`src/rtl/renode_axi_write_sink_if.sv`:
```
// AXI write-channel bundle (AW, W, B) between the Renode bridge manager and the write sink.
interface renode_axi_write_sink_if #(
    parameter int AddressWidth       = 32,
    parameter int DataWidth          = 32,
    parameter int TransactionIdWidth = 8
);
    logic [TransactionIdWidth-1:0] awid;
    logic [AddressWidth-1:0]       awaddr;
    logic [7:0]                    awlen;
    logic [2:0]                    awsize;
    logic [1:0]                    awburst;
    logic                          awvalid;
    logic                          awready;
    logic [DataWidth-1:0]          wdata;
    logic [DataWidth/8-1:0]        wstrb;
    logic                          wlast;
    logic                          wvalid;
    logic                          wready;
    logic [TransactionIdWidth-1:0] bid;
    logic [1:0]                    bresp;
    logic                          bvalid;
    logic                          bready;

    modport master (
        output awid, awaddr, awlen, awsize, awburst, awvalid,
        input  awready,
        output wdata, wstrb, wlast, wvalid,
        input  wready,
        input  bid, bresp, bvalid,
        output bready
    );

    modport slave (
        input  awid, awaddr, awlen, awsize, awburst, awvalid,
        output awready,
        input  wdata, wstrb, wlast, wvalid,
        output wready,
        output bid, bresp, bvalid,
        input  bready
    );
endinterface

```
`src/rtl/renode_axi_write_sink.sv`:
```
// AXI write sink: one burst at a time, expanded into per-beat byte-addressed memory writes.
// Define RENODE_AXI_WRITE_SINK_WRAP_EN to support WRAP bursts; otherwise WRAP answers SLVERR.
module renode_axi_write_sink #(
    parameter int AddressWidth       = 32,
    parameter int DataWidth          = 32,
    parameter int TransactionIdWidth = 8
) (
    input  logic                      clk,
    input  logic                      areset,
    renode_axi_write_sink_if.slave    axi,
    output logic [AddressWidth-1:0]   mem_addr,
    output logic [DataWidth-1:0]      mem_wdata,
    output logic [DataWidth/8-1:0]    mem_wstrb,
    output logic                      mem_we,
    input  logic                      mem_ready
);
    localparam int         StrbWidth = DataWidth / 8;
    localparam logic [2:0] MaxSize   = 3'($clog2(StrbWidth));

    // state | meaning
    // IDLE  | waiting for an AW handshake
    // DATA  | draining len+1 W beats into the memory port
    // RESP  | presenting the B response
    typedef enum logic [1:0] {IDLE, DATA, RESP} state_t;

    state_t                        state_q, state_d;
    logic                          live_q;
    logic [TransactionIdWidth-1:0] id_q;
    logic [AddressWidth-1:0]       addr_q, addr_next, bytes;
    logic [7:0]                    len_q, cnt_q;
    logic [2:0]                    size_q;
    logic [1:0]                    burst_q;
    logic                          aw_err_q, err_q, aw_err;
    logic                          aw_hs, beat, last_beat;

    assign aw_hs     = axi.awvalid && axi.awready;
    assign beat      = axi.wvalid && axi.wready;
    assign last_beat = (cnt_q == len_q);

`ifdef RENODE_AXI_WRITE_SINK_WRAP_EN
    assign aw_err = (axi.awsize > MaxSize) || (axi.awburst == 2'd3) ||
                    ((axi.awburst == 2'd2) && !(axi.awlen inside {8'd1, 8'd3, 8'd7, 8'd15}));
`else
    assign aw_err = (axi.awsize > MaxSize) || axi.awburst[1];
`endif

    assign bytes = AddressWidth'(1) << size_q;

`ifdef RENODE_AXI_WRITE_SINK_WRAP_EN
    logic [2:0]              wrap_shift;
    logic [AddressWidth-1:0] wrap_mask;

    // Legal WRAP lengths are 2/4/8/16 beats, so the top set bit of len gives log2(beats).
    always_comb begin
        wrap_shift = 3'd1;
        if (len_q[3])      wrap_shift = 3'd4;
        else if (len_q[2]) wrap_shift = 3'd3;
        else if (len_q[1]) wrap_shift = 3'd2;
    end

    assign wrap_mask = (bytes << wrap_shift) - AddressWidth'(1);
`endif

    always_comb begin
        addr_next = addr_q;
        case (burst_q)
            2'd1: addr_next = (addr_q & ~(bytes - AddressWidth'(1))) + bytes;
`ifdef RENODE_AXI_WRITE_SINK_WRAP_EN
            2'd2: addr_next = (addr_q & ~wrap_mask) | ((addr_q + bytes) & wrap_mask);
`endif
            default: addr_next = addr_q;
        endcase
    end

    always_ff @(posedge clk) begin
        if (areset) state_q <= IDLE;
        else        state_q <= state_d;
    end

    always_comb begin
        state_d     = state_q;
        axi.awready = 1'b0;
        axi.wready  = 1'b0;
        axi.bvalid  = 1'b0;
        mem_we      = 1'b0;
        case (state_q)
            IDLE: begin
                axi.awready = live_q;
                if (live_q && axi.awvalid) state_d = DATA;
            end
            DATA: begin
                axi.wready = mem_ready;
                mem_we     = axi.wvalid && !aw_err_q;
                if (axi.wvalid && mem_ready && last_beat) state_d = RESP;
            end
            RESP: begin
                axi.bvalid = 1'b1;
                if (axi.bready) state_d = IDLE;
            end
            default: state_d = IDLE;
        endcase
    end

    // live_q holds awready low through the first cycle after reset release.
    always_ff @(posedge clk) begin
        if (areset) begin
            live_q   <= 1'b0;
            id_q     <= '0;
            addr_q   <= '0;
            len_q    <= '0;
            cnt_q    <= '0;
            size_q   <= '0;
            burst_q  <= '0;
            aw_err_q <= 1'b0;
            err_q    <= 1'b0;
        end else begin
            live_q <= 1'b1;
            if (aw_hs) begin
                id_q     <= axi.awid;
                addr_q   <= axi.awaddr;
                len_q    <= axi.awlen;
                size_q   <= axi.awsize;
                burst_q  <= axi.awburst;
                aw_err_q <= aw_err;
                err_q    <= aw_err;
                cnt_q    <= '0;
            end else if (beat) begin
                if (last_beat != axi.wlast) err_q <= 1'b1;
                if (!last_beat) begin
                    cnt_q  <= cnt_q + 8'd1;
                    addr_q <= addr_next;
                end
            end
        end
    end

    assign axi.bid   = id_q;
    assign axi.bresp = (state_q == RESP && err_q) ? 2'b10 : 2'b00;
    assign mem_addr  = addr_q;
    assign mem_wdata = axi.wdata;
    assign mem_wstrb = axi.wstrb;
endmodule

```
`src/flat_wrapper.sv`:
```
// flat-port wrapper written by rule: the top's interface ports become plain ports
module renode_axi_write_sink_flat 
#(
    parameter int AddressWidth       = 32,
    parameter int DataWidth          = 32,
    parameter int TransactionIdWidth = 8
)
  (clk, areset, mem_addr, mem_wdata, mem_wstrb, mem_we, mem_ready, axi_awid, axi_awaddr, axi_awlen, axi_awsize, axi_awburst, axi_awvalid, axi_awready, axi_wdata, axi_wstrb, axi_wlast, axi_wvalid, axi_wready, axi_bid, axi_bresp, axi_bvalid, axi_bready);
  renode_axi_write_sink_if #(.AddressWidth(AddressWidth), .DataWidth(DataWidth), .TransactionIdWidth(TransactionIdWidth)) axi_i ();
  input  logic clk;
  input  logic areset;
  output logic [AddressWidth-1:0] mem_addr;
  output logic [DataWidth-1:0] mem_wdata;
  output logic [DataWidth/8-1:0] mem_wstrb;
  output logic mem_we;
  input  logic mem_ready;
  input wire logic [$bits(axi_i.awid)-1:0] axi_awid;
  input wire logic [$bits(axi_i.awaddr)-1:0] axi_awaddr;
  input wire logic [$bits(axi_i.awlen)-1:0] axi_awlen;
  input wire logic [$bits(axi_i.awsize)-1:0] axi_awsize;
  input wire logic [$bits(axi_i.awburst)-1:0] axi_awburst;
  input wire logic [$bits(axi_i.awvalid)-1:0] axi_awvalid;
  output wire logic [$bits(axi_i.awready)-1:0] axi_awready;
  input wire logic [$bits(axi_i.wdata)-1:0] axi_wdata;
  input wire logic [$bits(axi_i.wstrb)-1:0] axi_wstrb;
  input wire logic [$bits(axi_i.wlast)-1:0] axi_wlast;
  input wire logic [$bits(axi_i.wvalid)-1:0] axi_wvalid;
  output wire logic [$bits(axi_i.wready)-1:0] axi_wready;
  output wire logic [$bits(axi_i.bid)-1:0] axi_bid;
  output wire logic [$bits(axi_i.bresp)-1:0] axi_bresp;
  output wire logic [$bits(axi_i.bvalid)-1:0] axi_bvalid;
  input wire logic [$bits(axi_i.bready)-1:0] axi_bready;
  assign axi_i.awid = axi_awid;
  assign axi_i.awaddr = axi_awaddr;
  assign axi_i.awlen = axi_awlen;
  assign axi_i.awsize = axi_awsize;
  assign axi_i.awburst = axi_awburst;
  assign axi_i.awvalid = axi_awvalid;
  assign axi_awready = axi_i.awready;
  assign axi_i.wdata = axi_wdata;
  assign axi_i.wstrb = axi_wstrb;
  assign axi_i.wlast = axi_wlast;
  assign axi_i.wvalid = axi_wvalid;
  assign axi_wready = axi_i.wready;
  assign axi_bid = axi_i.bid;
  assign axi_bresp = axi_i.bresp;
  assign axi_bvalid = axi_i.bvalid;
  assign axi_i.bready = axi_bready;
  renode_axi_write_sink #(.AddressWidth(AddressWidth), .DataWidth(DataWidth), .TransactionIdWidth(TransactionIdWidth)) u_core (.clk(clk), .areset(areset), .axi(axi_i), .mem_addr(mem_addr), .mem_wdata(mem_wdata), .mem_wstrb(mem_wstrb), .mem_we(mem_we), .mem_ready(mem_ready));
endmodule
```
`config.mk`:
```
export PLATFORM = sky130hd
export DESIGN_NAME = renode_axi_write_sink_flat
export DESIGN_NICKNAME = d
export VERILOG_FILES = /design/src/rtl/renode_axi_write_sink_if.sv /design/src/rtl/renode_axi_write_sink.sv /design/src/flat_wrapper.sv
export SDC_FILE = /design/constraint.sdc
export NUM_CORES = 1
export LEC_CHECK = 0
export CORE_MARGIN = 5
export CORE_UTILIZATION = 46
export DETAILED_ROUTE_END_ITERATION = 16
export PLACE_DENSITY = 0.86
export SLEW_MARGIN = 40
export SYNTH_ARGS = -nofsm -noshare
export SYNTH_HDL_FRONTEND = slang
export SYNTH_SLANG_ARGS = --single-unit
```
`constraint.sdc`:
```
create_clock -name clk -period 7.58 [get_ports clk]
set_input_delay 1.137 -clock clk [delete_from_list [all_inputs] [get_ports clk]]
set_output_delay 1.137 -clock clk [all_outputs]
set_load 0.02 [all_outputs]
```
Word level (Yosys, flattened, before mapping):

Index checks and enable logic that the tools add are counted.

* $add $sub $neg: 3
* magnitude comparators: 1
* equal/unequal tests: 9
* shift-type cells: 1
* mux-type cells: 17
* bitwise gates (word level): 3
* reduce and logical (&&, ||, !) cells: 18

Operator list (count)
* two-way mux 32 bit: 4
* adder 32 bit: 1
* AND 32 bit: 1
* inverter 32 bit: 1
* left shift 1 x 3 -> 32 bit (first input constant): 1
* subtractor 32 x 1 -> 32 bit (second input constant): 1
* adder 8 x 1 -> 8 bit (second input constant): 1
* == test 8 bit: 1
* two-way mux 1 bit: 8
* two-way mux 2 bit: 4
* logical AND 1 bit: 7
* inequality test 2 x 1 -> 1 bit (second input constant): 3
* one-hot mux 2 bit (3 select lines): 1
* AND reduction 3 bit: 2
* nonzero test 2 bit: 3
* == test 2 x 1 -> 1 bit (second input constant): 2
* AND reduction 2 bit: 2
* > comparator 3 x 2 -> 1 bit (second input constant): 1
* == test 2 bit (second input constant): 1
* zero test 2 bit: 1
* inequality test 2 bit (second input constant): 1
* OR reduction 2 bit: 1
* zero test 1 bit: 1
* logical OR 1 bit: 1
* 2 further kinds: 2

* bits in registers: 66
* bits of input ports: 96
* output and inout port bits: 82
* logic and storage cells: 62

Longest topological paths before layout:

Gate-level depths: netlist of the first run.

* word-level depth: 9
* mapped depth: 14
* mapped depth without buffers: 11

Least setup slack after synthesis of the first run:

OpenSTA, ideal clock, no wires.

* path type: register to register
* from: register u_core.size_q[1]
* to: register u_core.addr_q[20] (netlist: u_core.mem_addr[20])
* library setup time: 0.091 ns
* arrival: 3.212 ns
* data required time: 7.489 ns
* setup slack: 4.277 ns
* stages on the path, launching flop included: 15
* buffers on the path: 4
* clock period less this slack: 3.303 ns
* path through: dfxtp_1 > buf_2 > buf_4 > clkbuf_1 > and3_1 > ha_1 > and2_1 > ha_1 > nand3_1 > nor3_1 > a311o_1 > o211ai_1 > buf_2 > or3_1 > a311oi_1

* cells in the longest elaborated chain, start to end: 9

Ends and longest elaborated chain
* from (decl): RTL line renode_axi_write_sink.sv:31 `logic [2:0] size_q;`
* from (signal assigned): RTL line renode_axi_write_sink.sv:122 `size_q <= axi.awsize;`
* left shift 1 x 3 -> 32 bit *: RTL line renode_axi_write_sink.sv:47 `assign bytes = AddressWidth'(1) << size_q;`
* subtractor 32 x 1 -> 32 bit: RTL line renode_axi_write_sink.sv:67 `2'd1: addr_next = (addr_q & ~(bytes - AddressWidth'(1))) + bytes;`
* inverter 32 bit: RTL line renode_axi_write_sink.sv:67
* AND 32 bit: RTL line renode_axi_write_sink.sv:67
* adder 32 bit *: RTL line renode_axi_write_sink.sv:67
* two-way mux 32 bit *: RTL line renode_axi_write_sink.sv:66 `case (burst_q)`
* two-way mux 32 bit *: RTL line renode_axi_write_sink.sv:129 `if (!last_beat) begin`
* two-way mux 32 bit *: RTL line renode_axi_write_sink.sv:127 `end else if (beat) begin`
* two-way mux 32 bit *: RTL line renode_axi_write_sink.sv:118 `if (aw_hs) begin`
* to (signal assigned): RTL line renode_axi_write_sink.sv:120 `addr_q <= axi.awaddr;`
* to (signal assigned): RTL line renode_axi_write_sink.sv:131 `addr_q <= addr_next;`
* to (decl): RTL line renode_axi_write_sink.sv:29 `logic [AddressWidth-1:0] addr_q, addr_next, bytes;`

Mark *: on every way between the ends. The rest lies on a longest branch, timed or not. The select of a mux whose other input is x is not followed.
A chain may end at the register's enable or synchronous reset.

Worst setup path in the final report of the first run:

* from: register u_core.size_q[1]
* to: register u_core.addr_q[26] (netlist: u_core.mem_addr[26])

The elaborated chain is that of the path after synthesis.

==> reports/results.tsv, run 1 <==
stage	metric	value	unit
outcome	status	completed	
clock_tree	cts_hold_buf	0	
global_route	grt_pass1_vias	3807	
power_and_ir_drop	p_leak	1.77	nW
global_route	grt-ovfl-total	0	
logic_synthesis	synthTopCellsByCount	72 x nand2_1, 66 x dfxtp_1, 50 x nor2_1, 41 x buf_4, 38 x a21oi_1	
timing	finalHoldViolCount	0	
worst_setup_path	worst-setup-path-type	reg -> reg	
layout	multiInputGateArea	0.00230	mm²
worst_setup_path	r2r_setup_slack	3530	ps
clock_tree	path_clk_slew	80	ps
logic_synthesis	ys.flop_type	dfxtp_1	
layout	nets	665	
clock_tree	clk_latency	350	ps
timing	rsz0062_at_grt	no	
worst_setup_path	critPathCaptureType	flop	
clock_tree	clockBufferDepth	2	
worst_setup_path	cp_max_fo	28	
worst_setup_path	worstReg2RegEnd	u_core.mem_addr[26]	
clock_tree	cts_resized	0	
placed_design	post-place-cells	661	
power_and_ir_drop	powerDensity	177	mW/mm²
logic_synthesis	synth_edf_count	0	
layout	diodes	0	
drt	drc	0	
die	die_x	104	µm
logic_synthesis	syn_nets	619	
logic_synthesis	ys_seq_elements	66	
die	core	0.00868	mm²
timing	fin_crit	4050	ps
clock_tree	cts_tree	built	
drt	viasPerCell	5.74	
global_route	grt_max_degree	72	
worst_setup_path	reg2reg_depth	11	
placed_design	io_buffers	104	
logic_synthesis	seq_area_frac_synth	0.323	
worst_setup_path	start_kind	flop	
logic_synthesis	synth_top_area_frac	0.323	
clock_tree	htreeDepth	3	
die	io_pins	178	
die	initial_core_util	0.471	
drt	wl_per_cell	16.2	µm
worst_setup_path	worst_ep_arrival_time	4300	ps
die	die-area	0.0109	mm²
clock_tree	cts_buffers	9	
worst_setup_path	startpoint	u_core.size_q[1]	
timing	slew_violations	0	
layout	drive_above_1_share	0.0562	
die	rows	34	
drt	drtAntennaViolNets	0	
drt	drt_iter0_markers	159	
layout	synthToLayoutAreaGrowth	24.7	%
worst_setup_path	cp.required	7830	ps
global_route	grt_usage	0.196	
layout	regArea	0.00132	mm²
logic_synthesis	synthTopCellsByArea	dfxtp_1 32%, buf_4 7.5%, nand2_1 6.6%	
logic_synthesis	yosys_warnings	0	
die	die_h	104	µm
timing	finClkSkew	13.2	ps
clock_tree	clockRootBuffer	clkbuf_8	
drt	drt_first_pass_iters	4	
logic_synthesis	synthesis.area	0.00409	mm²
timing	setup_viol	0	
logic_synthesis	syn_avg_cell_area	7.89	µm²
layout	fillCellCount	792	
hold_path	hold_class	reg -> reg	
logic_synthesis	yosysMostFrequentCell	nand2_1	
drt	drt_wl_total	11000	µm
timing	max_slew_margin	0.479	
timing	fin_crit_sh	0.534	
power_and_ir_drop	ir_drop	117	µV
global_route	grt_pass1_wl	18000	µm
timing	tns	0	ps
clock_tree	cts.sinks	66	
global_route	antenna_found_initial	0	
logic_synthesis	synth_cell_types	65	
timing	tightest_slew	762	ps
job	maxCapViolations	0	
timing	fmax	247	MHz
logic_synthesis	syn_inst	518	
worst_setup_path	r2r-start	u_core.size_q[1]	
clock_tree	cts_setup_buffers	0	
worst_setup_path	crit_path_end	u_core.mem_addr[26]	
placed_design	hpwl	7710	µm
logic_synthesis	yosysTopAreaCell	dfxtp_1	
drt	vias	3885	
layout	fin_cells	677	
logic_synthesis	synthArstFlopShare	0	
placed_design	place_congestion	0.878	
how the worst min path moves through the flow:
stage                                  from           endpoint  slack, ps  cells past startpoint
after detailed placement  u_core.axi.bid[2]  u_core.axi.bid[2]        450                      2
after global routing        u_core.len_q[0]    u_core.len_q[0]        480                      2
after global placement    u_core.axi.bid[2]  u_core.axi.bid[2]        440                      2
after CTS                 u_core.axi.bid[2]  u_core.axi.bid[2]        460                      2
after floorplan           u_core.burst_q[0]  u_core.burst_q[0]        430                      2
final                     u_core.axi.bid[7]  u_core.axi.bid[7]        460                      2
through the flow:
step / setup WS (ps) / util / power, mW / hold slack, ps / cell area [µm²]
after CTS: 3540 / 0.587 / 0.909 / 463 / 5090
after global placement: 3830 / 0.559 / 0.542 / 441 / 4850
after global routing: 3250 / 0.587 / 0.943 / 481 / 5090
final: 3530 / 0.587 / 0.904 / 459 / 5090
after detailed placement: 3640 / 0.559 / 0.547 / 450 / 4850
after floorplan: 4280 / - / 0.500 / 432 / 4090
registers in the layout (all words and copies together) (netlist names):
| name | count |
|---|---|
| u_core.mem_addr | 32 |
| u_core.axi.bid | 8 |
| u_core.burst_q | 2 |
| u_core.state_q | 2 |
| u_core.aw_err_q | 1 |
| u_core.size_q | 3 |
| u_core.live_q | 1 |
| u_core.len_q | 8 |
| u_core.cnt_q | 8 |
| u_core.err_q | 1 |
critical path, cell delays in order, from the launching register on:
cell      delay, ps
dfxtp_1         840
and3_1          330
inv_1            70
ha_1            290
and2_1          170
ha_1            400
nand3_1         100
nor3_1          360
a311o_1         290
o211ai_1        330
or4_1           490
a311oi_1        290
cells in the final DEF, fill, tap and decap left out, types with 8 or more instances in the layout:
cell and n:
inv_1 8, xnor2_1 12, nand3_1 16, o21ai_1 10, nand2_1 71, nand4_1 8
clkbuf_8 9, a21oi_1 38, dfxtp_1 66, o21ai_0 11, and3_1 9, nor2_1 50
xor2_1 18, a211oi_1 17, clkdlybuf4s50_1 103
logic make-up (layout without fill, tap and decap cells):
kind of cell               count (synthesis)  after routing  share of synthesized area
AOI/OAI and AO/OA                        134            134                      0.241
xor gates and xnor gates                  30             30                     0.0643
other                                      1              1                   0.000918
buffers and inverters                     81            132                      0.114
DFF                                       66             66                      0.323
and+or+nand+nor                          199            199                      0.236
muxes                                      2              2                    0.00521
adders and majority gates                  5              5                     0.0153
area by class of cell:
| type | instances | share of cell area |
|---|---|---|
| multi-input combinational | 371 | 0.452 |
| sequential | 66 | 0.259 |
| timing repair buffer | 107 | 0.208 |
| tap | 108 | 0.0265 |
| clock buffer | 10 | 0.0250 |
| clock inverter | 6 | 0.0226 |
| inverter | 9 | 0.00663 |
report_power, final:
part / leakage (nW) / internal (mW) / switching, mW
clock: 0.117 / 0.220 / 0.146
sequential: 0.540 / 0.365 / 0.0237
combinational: 1.12 / 0.0773 / 0.0729
layer usage:
| layer | global-route usage | part of all wire | up-vias |
|---|---|---|---|
| met1 | 0.233 | 0.41 | 1789 |
| met2 | 0.317 | 0.48 | 160 |
| met3 | 0.0764 | 0.094 | 30 |
| li1 | - | - | 1906 |
| met5 | 0 | 0 | - |
| met4 | 0.0731 | 0.015 | 0 |
Note: power is estimated with default switching activity, not from simulation.
==> run 2, diff against run 1 <==
--- a/config.mk
+++ b/config.mk
@@ -6,9 +6,9 @@
 export NUM_CORES = 1
 export LEC_CHECK = 0
 export CORE_MARGIN = 5
-export CORE_UTILIZATION = 46
+export CORE_UTILIZATION = 43
 export DETAILED_ROUTE_END_ITERATION = 16
-export PLACE_DENSITY = 0.86
+export PLACE_DENSITY = 0.82
 export SLEW_MARGIN = 40
 export SYNTH_ARGS = -nofsm -noshare
 export SYNTH_HDL_FRONTEND = slang
==> constraint.sdc (replaced) <==
create_clock -name clk -period 4.2 [get_ports clk]
set_input_delay 0.63 -clock clk [delete_from_list [all_inputs] [get_ports clk]]
set_output_delay 0.63 -clock clk [all_outputs]
set_load 0.02 [all_outputs]
==> run 2 against run 1 <==
Compared with the run above: clock power increased by 53%; sequential cell count did not move; clock-buffer cell count is the same; sequential share of layout area about the same; highest routed layer unchanged; fmax up 9.6%; worst setup slack worse by 3000 ps; combinational power grew 85%; worst hold slack lost 0.95 ps; wire length rose by 3.3%; clock skew shrank 2.6 ps.
==> reports/results.tsv, run 2 (synthesis gave the netlist of run 1 again) <==
stage	metric	value	unit
timing	setup_viol	0	
hold_path	whs_path_depth	2	
layout	nets	667	
job	maxCapViolations	0	
clock_tree	cts_buffers	9	
die	core	0.00924	mm²
drt	routed.top_layer	met4	
die	die_h	107	µm
global_route	grt_pass1_wl	18300	µm
drt	wl_per_cell	16.2	µm
drt	drc	0	
clock_tree	htreeDepth	3	
drt	drt_first_pass_iters	5	
timing	fmax	271	MHz
timing	max_slew_margin	0.493	
layout	largest_reg_flops	32	
drt	vias	3912	
power_and_ir_drop	finalPower	1.54	mW
global_route	grt_usage	0.193	
clock_tree	clk_latency	360	ps
drt	drt_iter0_markers	190	
timing	fin_crit	3690	ps
worst_setup_path	worst-setup-path-type	reg -> reg	
layout	drive_above_1_share	0.0613	
die	io_pins	178	
timing	fin_crit_sh	0.879	
hold_path	hold_class	reg -> reg	
global_route	grt_max_degree	51	
global_route	grt_pass1_vias	3775	
timing	tns	0	ps
global_route	grt-ovfl-total	0	
timing	finalHoldViolCount	0	
die	rows	35	
placed_design	dp_slack	565	ps
clock_tree	clockRootBuffer	clkbuf_8	
global_route	antenna_found_initial	0	
layout	synthToLayoutAreaGrowth	24.6	%
power_and_ir_drop	powerDensity	302	mW/mm²
worst_setup_path	start_kind	flop	
clock_tree	cts.sinks	66	
die	initial_core_util	0.442	
drt	drtAntennaViolNets	0	
power_and_ir_drop	ir_drop	207	µV
timing	postLayoutSetupSlackWorst	507	ps
layout	final_common_cell	clkdlybuf4s50_1	
clock_tree	cts_resized	0	
layout	final_cell_mix	103 x clkdlybuf4s50_1, 71 x nand2_1, 66 x dfxtp_1	
worst_setup_path	reg2reg_depth	11	
worst_setup_path	cp_max_fo	19	
worst_setup_path	cp.required	4470	ps
drt	wl_met3	1070	µm
drt	drt_wl_total	11300	µm
placed_design	place_congestion	0.879	
drt	wl_met2	5380	µm
placed_design	hpwl	8040	µm
die	die-area	0.0116	mm²
clock_tree	cts_tree	built	
timing	finClkSkew	10.5	ps
worst_setup_path	worst_ep_arrival_time	3970	ps
die	die_x	107	µm
outcome	status	completed	
timing	rsz0062_at_grt	no	
placed_design	io_buffers	104	
power_and_ir_drop	p_leak	1.76	nW
worst_setup_path	critPathCaptureType	flop	
drt	wl_met1	4710	µm
timing	tightest_slew	761	ps
clock_tree	cts_setup_buffers	0	
clock_tree	cts_hold_buf	0	
timing	slew_violations	0	
layout	diodes	0	
clock_tree	path_clk_slew	80	ps
clock_tree	clockBufferDepth	2	
drt	viasPerCell	5.59	
run 2: cell count changes in the layout (fill, tap and decap cells not counted), sizes merged:
cell	previous run	this run
buf	4	6
clkinvlp	1	2
bufinv	3	1
inv	8	9
run 2: final timing paths:
kind,startpoint,end,slack (ps)
worst min register to register,u_core.burst_q[0],u_core.burst_q[0],460
worst max-delay path,u_core.size_q[2],u_core.mem_addr[26],510
worst max register to register,u_core.size_q[2],u_core.mem_addr[26],510
worst min-delay path,u_core.burst_q[0],u_core.burst_q[0],460
run 2: power breakdown:
group          internal (mW)  switching [mW]  leakage (nW)
logic                  0.140           0.136          1.13
registers              0.658          0.0408         0.540
clock network          0.290           0.270        0.0987
total                   1.09           0.447          1.76
run 2: critical path, stage by stage (launching register included):
cell	delay, ps
dfxtp_1	680
and3_1	260
inv_1	60
ha_1	270
and2_1	160
ha_1	400
nand3_1	110
nor3_1	340
a311o_1	290
o211ai_1	310
or4_1	480
a311oi_1	240
run 2: routing by layer:
metal,global-route usage,vias up
met3,0.0654,23
li1,-,1914
met5,0,-
met1,0.242,1818
met4,0.0703,0
met2,0.308,157
run 2: area by class of cell:
cell class,count,area (µm²)
clock buffer,10,138
clock inverter,6,63.8
fill,843,4150
inverter,9,33.8
multi-input combinational,371,2300
sequential,66,1320
tap,129,161
timing repair buffer,109,1070
run 2: per-stage QoR:
step	hold WS (ps)	area [µm²]	cells	utilization
after global routing	476	5090	700	0.551
after global placement	442	4890	684	0.529
after floorplan	432	4090	518	-
after CTS	456	5090	700	0.551
after detailed placement	445	4890	684	0.529
final	458	5090	700	0.551
